[src/rtl/gamma_spike_encoder_if.sv]
// Sample handshake bundle for the gamma spike encoder: per-channel spike
// times and enable mask, offered with valid and accepted with ready.
interface gamma_spike_encoder_if #(
    parameter int NUM_INPUTS = 16,
    parameter int TIME_WIDTH = 4
);
    logic                             in_valid;
    logic                             in_ready;
    logic [NUM_INPUTS*TIME_WIDTH-1:0] in_times;
    logic [NUM_INPUTS-1:0]            in_mask;

    // Producer side drives the sample, encoder answers with ready.
    modport master (
        output in_valid,
        output in_times,
        output in_mask,
        input  in_ready
    );

    modport slave (
        input  in_valid,
        input  in_times,
        input  in_mask,
        output in_ready
    );
endinterface

[src/rtl/gamma_spike_encoder.sv]
// Temporal spike encoder. A sample accepted during gamma cycle N is staged in
// a pending register, moved to the active register at the wrap edge, and then
// played out during gamma cycle N+1 as one pulse per enabled channel, starting
// at that channel's time offset and clipped at the end of the gamma cycle.
module gamma_spike_encoder #(
    parameter int GAMMA_CYCLE_WIDTH = 16,
    parameter int PULSE_WIDTH       = 8,
    parameter int NUM_INPUTS        = 16,
    parameter int TIME_WIDTH        = $clog2(GAMMA_CYCLE_WIDTH)
) (
    input  logic                    aclk,
    input  logic                    rst,
    gamma_spike_encoder_if.slave    in_if,
    output logic [NUM_INPUTS-1:0]   output_spikes,
    output logic [TIME_WIDTH-1:0]   gamma_count,
    output logic                    gamma_start
);
    // Wide enough that t + PULSE_WIDTH never wraps.
    localparam int SUM_W = TIME_WIDTH + $clog2(PULSE_WIDTH) + 1;
    localparam logic [TIME_WIDTH-1:0] LAST_COUNT = TIME_WIDTH'(GAMMA_CYCLE_WIDTH - 1);

    logic [TIME_WIDTH-1:0]            gamma_count_q, gamma_count_d;
    logic [NUM_INPUTS*TIME_WIDTH-1:0] pending_times_q, pending_times_d;
    logic [NUM_INPUTS-1:0]            pending_mask_q, pending_mask_d;
    logic                             pending_full_q, pending_full_d;
    logic [NUM_INPUTS*TIME_WIDTH-1:0] active_times_q, active_times_d;
    logic [NUM_INPUTS-1:0]            active_mask_q, active_mask_d;
    logic [NUM_INPUTS-1:0]            spikes_q, spikes_d;
    logic                             wrap;
    logic                             accept;
    logic [SUM_W-1:0]                 count_ext;

    assign wrap           = (gamma_count_q == LAST_COUNT);
    // Ready depends only on registers: free slot, or the slot drains this edge.
    assign in_if.in_ready = !pending_full_q || wrap;
    assign accept         = in_if.in_valid && in_if.in_ready;

    assign output_spikes = spikes_q;
    assign gamma_count   = gamma_count_q;
    assign gamma_start   = (gamma_count_q == '0);

    // Next state of the gamma counter and the two sample registers.
    always_comb begin
        gamma_count_d   = wrap ? '0 : gamma_count_q + 1'b1;
        pending_times_d = pending_times_q;
        pending_mask_d  = pending_mask_q;
        pending_full_d  = pending_full_q;
        active_times_d  = active_times_q;
        active_mask_d   = active_mask_q;
        if (wrap) begin
            // Transfer uses the pre-edge pending contents; empty means silence.
            if (pending_full_q) begin
                active_times_d = pending_times_q;
                active_mask_d  = pending_mask_q;
            end else begin
                active_mask_d  = '0;
            end
            pending_full_d = 1'b0;
        end
        // A sample taken on the wrap edge refills pending after the transfer.
        if (accept) begin
            pending_times_d = in_if.in_times;
            pending_mask_d  = in_if.in_mask;
            pending_full_d  = 1'b1;
        end
    end

    // Spikes are derived from next-state count/active so they line up with
    // the registered gamma_count in the same cycle.
    assign count_ext = SUM_W'(gamma_count_d);

    for (genvar gi = 0; gi < NUM_INPUTS; gi++) begin : g_chan
        logic [SUM_W-1:0] t_ext;
        logic [SUM_W-1:0] end_ext;
        assign t_ext   = SUM_W'(active_times_d[gi*TIME_WIDTH +: TIME_WIDTH]);
        assign end_ext = t_ext + SUM_W'(PULSE_WIDTH);
        // Count never exceeds GAMMA_CYCLE_WIDTH-1, which both clips the pulse
        // and silences channels whose time is out of range.
        assign spikes_d[gi] = active_mask_d[gi] && (count_ext >= t_ext) && (count_ext < end_ext);
    end

    // State registers with asynchronous clear.
    always_ff @(posedge aclk or posedge rst) begin
        if (rst) begin
            gamma_count_q   <= '0;
            pending_times_q <= '0;
            pending_mask_q  <= '0;
            pending_full_q  <= 1'b0;
            active_times_q  <= '0;
            active_mask_q   <= '0;
            spikes_q        <= '0;
        end else begin
            gamma_count_q   <= gamma_count_d;
            pending_times_q <= pending_times_d;
            pending_mask_q  <= pending_mask_d;
            pending_full_q  <= pending_full_d;
            active_times_q  <= active_times_d;
            active_mask_q   <= active_mask_d;
            spikes_q        <= spikes_d;
        end
    end
endmodule

[src/flat_wrapper.sv]
// flat-port wrapper written by rule: the top's interface ports become plain ports
module gamma_spike_encoder_flat 
#(
    parameter int GAMMA_CYCLE_WIDTH = 16,
    parameter int PULSE_WIDTH       = 8,
    parameter int NUM_INPUTS        = 16,
    parameter int TIME_WIDTH        = $clog2(GAMMA_CYCLE_WIDTH)
)
  (aclk, rst, output_spikes, gamma_count, gamma_start, in_if_in_valid, in_if_in_times, in_if_in_mask, in_if_in_ready);
  gamma_spike_encoder_if #(.NUM_INPUTS(NUM_INPUTS), .TIME_WIDTH(TIME_WIDTH)) in_if_i ();
  input  logic aclk;
  input  logic rst;
  output logic [NUM_INPUTS-1:0] output_spikes;
  output logic [TIME_WIDTH-1:0] gamma_count;
  output logic gamma_start;
  input wire logic [$bits(in_if_i.in_valid)-1:0] in_if_in_valid;
  input wire logic [$bits(in_if_i.in_times)-1:0] in_if_in_times;
  input wire logic [$bits(in_if_i.in_mask)-1:0] in_if_in_mask;
  output wire logic [$bits(in_if_i.in_ready)-1:0] in_if_in_ready;
  assign in_if_i.in_valid = in_if_in_valid;
  assign in_if_i.in_times = in_if_in_times;
  assign in_if_i.in_mask = in_if_in_mask;
  assign in_if_in_ready = in_if_i.in_ready;
  gamma_spike_encoder #(.GAMMA_CYCLE_WIDTH(GAMMA_CYCLE_WIDTH), .PULSE_WIDTH(PULSE_WIDTH), .NUM_INPUTS(NUM_INPUTS), .TIME_WIDTH(TIME_WIDTH)) u_core (.aclk(aclk), .rst(rst), .in_if(in_if_i), .output_spikes(output_spikes), .gamma_count(gamma_count), .gamma_start(gamma_start));
endmodule
[config.mk]
export PLATFORM = sky130hd
export DESIGN_NAME = gamma_spike_encoder_flat
export DESIGN_NICKNAME = d
export VERILOG_FILES = /design/src/rtl/gamma_spike_encoder_if.sv /design/src/rtl/gamma_spike_encoder.sv /design/src/flat_wrapper.sv
export SDC_FILE = /design/constraint.sdc
export NUM_CORES = 1
export LEC_CHECK = 0
export BUFFER_PORTS_ARGS = -buffer_cell sky130_fd_sc_hd__buf_2
export CAP_MARGIN = 20
export CORE_UTILIZATION = 50
export DETAILED_ROUTE_END_ITERATION = 8
export PLACE_DENSITY = 0.73
export SYNTH_ARGS = -nofsm -noshare
export SYNTH_HDL_FRONTEND = slang
export SYNTH_SLANG_ARGS = --single-unit
[constraint.sdc]
create_clock -name aclk -period 5.8 [get_ports aclk]
set_input_delay 0.58 -clock aclk [delete_from_list [all_inputs] [get_ports aclk]]
set_output_delay 0.58 -clock aclk [all_outputs]
set_load 0.1 [all_outputs]
==> summary.txt, run 1 <==
Floorplan
  – Initial Utilization: 51.0%
  – Total core area: 16500 sq um
  – Die Width: about 130 um
  – Num ports: approximately 110
  – Site Rows: 47
  – Die area: 17300 sq um
  – Die H: between 100 and 150 um

Pwr
  – Pwr/cell area: about 320 nW/um^2
  – Sequential share of power: 47.7%
  – Sw Ratio: 26.4%
  – Sw power: 0.834 mW
  – Overall Power: ~3.2 mW
  – Pint: 2.33 mW
  – Clk pwr share: 36.8%
  – Pleak: 5.00 nW
  – Peak supply drop: around 0.00022 V
  – Combinational share of power: 15.5%

Timing
  – Setup tns final: 0 ns
  – Max_slew headroom: 29.1%
  – Setup Skew: 0.00538 ns
  – Unrepaired setup endpoints after global routing: false
  – # setup viols final: 0
  – F_max: just over 300 MHz
  – Hold Vio Cnt, Final: 0
  – Crit share post-route: about 57%
  – Max-slew violation count: 0
  – Slew @ Worst Pin: ~1.1 ns
  – Fin crit period: 3.31 ns

Critical path
  – Worst r2r dst: u_core.pending_times_q[48]$_DFFE_PP0P_
  – Crit Path Class: reg -> out
  – Critical Path Sink Type: primary output
  – Critical R2R Launch: u_core.gamma_count[0]$_DFF_PP0_
  – Crit-path max FO: 17
  – CP startpoint kind: register
  – Critical path required time: around 5.2 ns
  – Crit path DAT: around 2.7 ns
  – R2R setup slack: between 2 and 2.5 ns
  – Worst Reg-to-Reg Cells: 5

Logic synthesis
  – Mapped Cells: 667
  – Post-synth EDFFs: 0
  – Post-Syn Nets: 816
  – Top post-synthesis cells by area: dfrtp_1 54%, mux2_2 14%, ha_1 9.8%
  – Yosys warns: 0
  – Yosys top cell area share: about 54%
  – Synth cell types: 38
  – #FFs+latches synth: roughly 180
  – Async set or reset register ratio after synthesis: 100%
  – Seq/Total Area, Yosys: a little over half
  – Biggest area consumer among synthesized cells: dfrtp_1
  – Avg Inst Size Synth: roughly 13 sq um
  – Most used DFF post-synth: dfrtp_1
  – Synth Cell Area: approximately 8400 sq um

Layout
  – Final instance area: around 9800 sq um
  – Inserted Diodes: 0
  – Area Growth Syn to Fin: 16.4%
  – Commonest non-fill, non-tap cells in the layout: 181 x dfrtp_1, 104 x buf_2, 103 x mux2_2
  – Fin cells: between 1k and 1.5k
  – Most common cell after layout, fill and taps aside: dfrtp_1
  – # nets final: roughly 900
  – Layout cell share with drive strength beyond 1: between 30 and 40%
  – Filler Cell Count: 1331
  – Fin util: between 50 and 60%

Clock network
  – CTS Buf Count: 17
  – Clock latency on the worst-skew pair: between 0.4 and 0.5 ns
  – Clock sinks: between 150 and 200
  – CTS tree: yes
  – Max clock buf depth: 2
  – CTS root buf: clkbuf_16
  – H-tree Lvls: 4
  – Post-CTS Hold Fix Bufs: 0
  – Number of setup buffers added after CTS: 0
  – Clock transition at path regs: about 0.060 ns
  – CTS resizes: 0

Run status
  – Outcome: completed

Routing
  – First-pass iteration count of the detailed router: 6
  – # DRC: 0
  – Vias post-DR: roughly 5.4k
  – Routed wire length: around 17 mm
  – Antenna viol nets, final: 0
  – WL/cell: ~17 um
  – Vias per inst: 5.33
  – DRT iter0 DRCs: ~250

Min path
  – Hold Path Class: in -> async

Flow run
  – MaxCap Viol Count: 0

Global routing
  – GRT Total Usage: approximately a fifth
  – First-pass GRT wire length: approximately 29 mm
  – Largest net degree at the start of global routing: 86
  – Gr ovfl total: 0
  – Vias in the first global route: ~5.8k
  – Number of antenna violations at the first check in global routing: 0

Placed design
  – HPWL Detailed: 11.5 mm
  – Area after DPL: a little over 9000 sq um
  – Placer Congestion: about 0.77
  – Placed cells: ~970
  – # port buffers: between 100 and 150
metal layers:
layer  vias to the layer above  global-route usage, %  wire [um]
met4                         0                   9.50        364
met2                       107                   35.3       8480
met5                         -                      0          0
met1                      2703                   26.6       7500
met3                        26                   4.28        648
li1                       2521                      -          -
registers in the layout, indices dropped and copies added, names as in the netlist:
name,flops
u_core.pending_full_q,1
u_core.gamma_count,4
u_core.pending_mask_q,16
u_core.output_spikes,16
u_core.pending_times_q,64
u_core.active_times_q,64
u_core.active_mask_q,16
worst max path at each step:
stage	startpoint	to	slack, ns	cells after the start
after global routing	u_core.gamma_count[0]$_DFF_PP0_	u_core.pending_mask_q[11]$_DFFE_PP0P_	2.25	5
after detailed placement	u_core.gamma_count[0]$_DFF_PP0_	u_core.output_spikes[6]$_DFF_PP0_	2.03	9
after floorplan	u_core.gamma_count[2]$_DFF_PP0_	u_core.output_spikes[14]$_DFF_PP0_	0.24	7
after global placement	u_core.gamma_count[0]$_DFF_PP0_	u_core.output_spikes[5]$_DFF_PP0_	2.25	9
final	u_core.gamma_count[0]$_DFF_PP0_	in_if_in_ready	2.49	4
after CTS	u_core.gamma_count[0]$_DFF_PP0_	u_core.output_spikes[6]$_DFF_PP0_	2.02	9
metrics by stage:
step,setup slack [ns],hold WS [ns]
after floorplan,0.236,0.427
after global placement,2.25,0.451
after detailed placement,2.03,0.462
after CTS,2.02,0.0949
after global routing,2.25,0.105
final,2.49,0.0940
worst max-delay path, cell delays in order, from the launching register on:
cell	delay (ns)
dfrtp_1	0.47
ha_1	0.43
nand3_1	0.57
nand2_1	0.35
buf_2	0.47
cells in the mapped netlist, types with 2 or more instances:
master    instances
a221oi_2          4
inv_1            64
o21ai_1           4
a21bo_2           2
nand2_1          55
a21oi_1          13
buf_2            16
o21bai_1          4
a211o_1          12
nor3_1           26
nor2_1           12
a221oi_1          4
mux2_2          103
clkbuf_1          2
nand3b_1          4
ha_1             66
dfrtp_1         181
o21ai_0           7
nand3_1          17
nor3b_1           3
o211ai_1          2
buf_4             4
o221ai_1          2
mux2_4            5
and4_1            4
nor4_1            2
or2_2             2
a211oi_1          2
mux2i_1          36
layout make-up:
type                            instances  area, sq um  area share, %
Sequential cell                       181         4530           46.3
Multi-Input combinational cell        398         3510           36.0
Timing Repair Buffer                  112          613           6.27
Clock buffer                           19          443           4.53
Tap cell                              220          275           2.82
Inverter                               64          245           2.51
Clock inverter                         12          153           1.56
kinds of logic after synthesis:
logic type	Yosys count	share of synthesized area, %
compound gates	58	5.33
xor+xnor	1	0.104
fa+ha+maj	66	9.83
buf+inv	88	4.44
flops	181	53.9
mux	144	19.0
simple gates	129	7.37
power by group through the flow:
stage / clock network, mW / logic, mW / registers [mW]
2_1_floorplan: 0 / 0.315 / 1.56
3_3_place_gp: 0 / 0.458 / 1.52
3_5_place_dp: 0 / 0.489 / 1.53
4_1_cts: 1.18 / 0.494 / 1.51
5_1_grt: 1.24 / 0.545 / 1.53
6_report: 1.16 / 0.490 / 1.51
(Power assumes the default switching activity.)
==> run 2, diff against run 1 <==
==> constraint.sdc (replaced) <==
create_clock -name aclk -period 3 [get_ports aclk]
set_input_delay 0.3 -clock aclk [delete_from_list [all_inputs] [get_ports aclk]]
set_output_delay 0.3 -clock aclk [all_outputs]
set_load 0.1 [all_outputs]
==> run 2 against run 1 <==
Net effect: largest power group unchanged; count of clock-buffer cells in the layout down 1; flip-flop and latch count unchanged; via count rose by 0.95%; die area unchanged; routed wire length barely moved; critical path type is now reg -> reg; cell count increased by 1.1%; register-to-register slack got worse by 2.1 ns.
==> summary.txt, run 2 (synthesis gave the netlist of run 1 again) <==
Run status
  – Outcome: completed

Timing
  – Hold Vio Cnt, Final: 0
  – Max-slew violation count: 0
  – Fin crit period: around 2.6 ns
  – Max_slew headroom: roughly 52%
  – Unrepaired setup endpoints after global routing: false
  – Slew @ Worst Pin: between 0.7 and 0.8 ns
  – Hold Slack: about 0.055 ns
  – Setup Skew: about 0.011 ns
  – Crit share post-route: 88.0%
  – # setup viols final: 0
  – F_max: between 300 and 400 MHz

Global routing
  – Number of antenna violations at the first check in global routing: 0
  – Vias in the first global route: around 5.9k
  – GRT Total Usage: a little over a fifth
  – Gr ovfl total: 0
  – Largest net degree at the start of global routing: 136
  – First-pass GRT wire length: ~29 mm

Clock network
  – Post-CTS Hold Fix Bufs: 0
  – H-tree Lvls: 4
  – Number of setup buffers added after CTS: 0
  – Clock sinks: 181
  – Clock latency on the worst-skew pair: 0.44 ns
  – CTS root buf: clkbuf_16
  – CTS tree: yes
  – CTS Buf Count: 17
  – Clock transition at path regs: 0.07 ns
  – CTS resizes: 0
  – Max clock buf depth: 2

Min path
  – Hold Path Class: in -> async

Floorplan
  – Num ports: roughly 110
  – Die H: about 130 um
  – Site Rows: 47
  – Die area: roughly 17000 sq um
  – Total core area: ~16000 sq um
  – Die Width: 132 um
  – Initial Utilization: a little over 50%

Placed design
  – HPWL Detailed: between 10 and 15 mm
  – Placer Congestion: between 0.8 and 0.9
  – # port buffers: 104

Critical path
  – Worst Reg-to-Reg Cells: 10
  – Critical Path Sink Type: register
  – Critical path required time: about 3.3 ns
  – CP startpoint kind: register
  – Crit path DAT: 2.98 ns
  – Crit-path max FO: 17
  – Crit Path Class: reg -> reg

Routing
  – Vias per inst: about 5.3
  – Antenna viol nets, final: 0
  – Vias post-DR: 5408
  – Routed wire length: between 15 and 20 mm
  – DRT iter0 DRCs: around 180
  – WL/cell: 16.7 um
  – First-pass iteration count of the detailed router: 4
  – # DRC: 0

Layout
  – Filler Cell Count: approximately 1.3k
  – Fin util: ~60%
  – Largest regs: u_core.active_times_q x64, u_core.pending_times_q x64
  – Most common cell after layout, fill and taps aside: dfrtp_1
  – # nets final: slightly above 900
  – Area Growth Syn to Fin: 18.5%
  – Layout cell share with drive strength beyond 1: a little over a third
  – Inserted Diodes: 0
  – Commonest non-fill, non-tap cells in the layout: 177 x dfrtp_1, 103 x mux2_2, 103 x buf_2

Pwr
  – Peak supply drop: approximately 0.00044 V
  – Pwr/cell area: ~630 nW/um^2
  – Pleak: slightly above 5 nW

Flow run
  – MaxCap Viol Count: 0
run 2: power by group:
| group | total, mW | switching [mW] | internal [mW] |
|---|---|---|---|
| Sequential | 2.90 | 0.141 | 2.76 |
| Clock | 2.38 | 0.961 | 1.42 |
| Combinational | 0.956 | 0.545 | 0.410 |
| Total | 6.24 | 1.65 | 4.60 |
run 2: area by class of cell:
class,count,area [sq um],area share (%)
inverters,64,244,2.45
clock inverters,14,198,1.99
flip-flops and latches,181,4530,45.5
repair buffers,122,733,7.36
clock buffers,18,439,4.41
well taps,220,275,2.76
multi-input cells,398,3530,35.5
run 2: layer usage:
metal | share of wire, % | global-route usage, %
met1 | 44 | 26.1
met2 | 49 | 35.8
met3 | 3.9 | 4.36
met4 | 2.6 | 10.1
met5 | 0 | 0
run 2: worst paths after layout:
kind	slack [ns]	startpoint	endpoint
max	0.36	u_core.gamma_count[0]$_DFF_PP0_	u_core.output_spikes[14]$_DFF_PP0_
min	0.06	rst	u_core.pending_times_q[18]$_DFFE_PP0P_
max reg2reg	0.36	u_core.gamma_count[0]$_DFF_PP0_	u_core.output_spikes[14]$_DFF_PP0_
min reg2reg	0.47	u_core.active_mask_q[2]$_DFF_PP0_	u_core.active_mask_q[2]$_DFF_PP0_
max in group asynchronous	2.36	rst	u_core.gamma_count[2]$_DFF_PP0_
min in group aclk	0.09	in_if_in_times[39]	u_core.pending_times_q[39]$_DFFE_PP0P_
run 2: worst max-delay path: stages (launching register included):
cell and delay, ns:
dfrtp_2 0.43, ha_1 0.26, buf_4 0.18, a21oi_1 0.05
o21ai_0 0.36, o41ai_4 0.16, buf_4 0.24, ha_1 0.34
a21oi_1 0.14, o221ai_1 0.14, a211oi_1 0.23
run 2: stage by stage:
step / setup TNS [ns] / setup slack [ns] / power [mW] / cells / cell area, sq um
2_1_floorplan: -0.229 / -0.0972 / 3.63 / 667 / 8440
3_3_place_gp: 0 / 0.595 / 3.84 / 985 / 9320
3_5_place_dp: 0 / 0.343 / 3.91 / 985 / 9320
4_1_cts: 0 / 0.367 / 6.31 / 1017 / 9960
5_1_grt: 0 / 0.186 / 6.52 / 1017 / 9960
6_report: 0 / 0.361 / 6.24 / 1017 / 9960
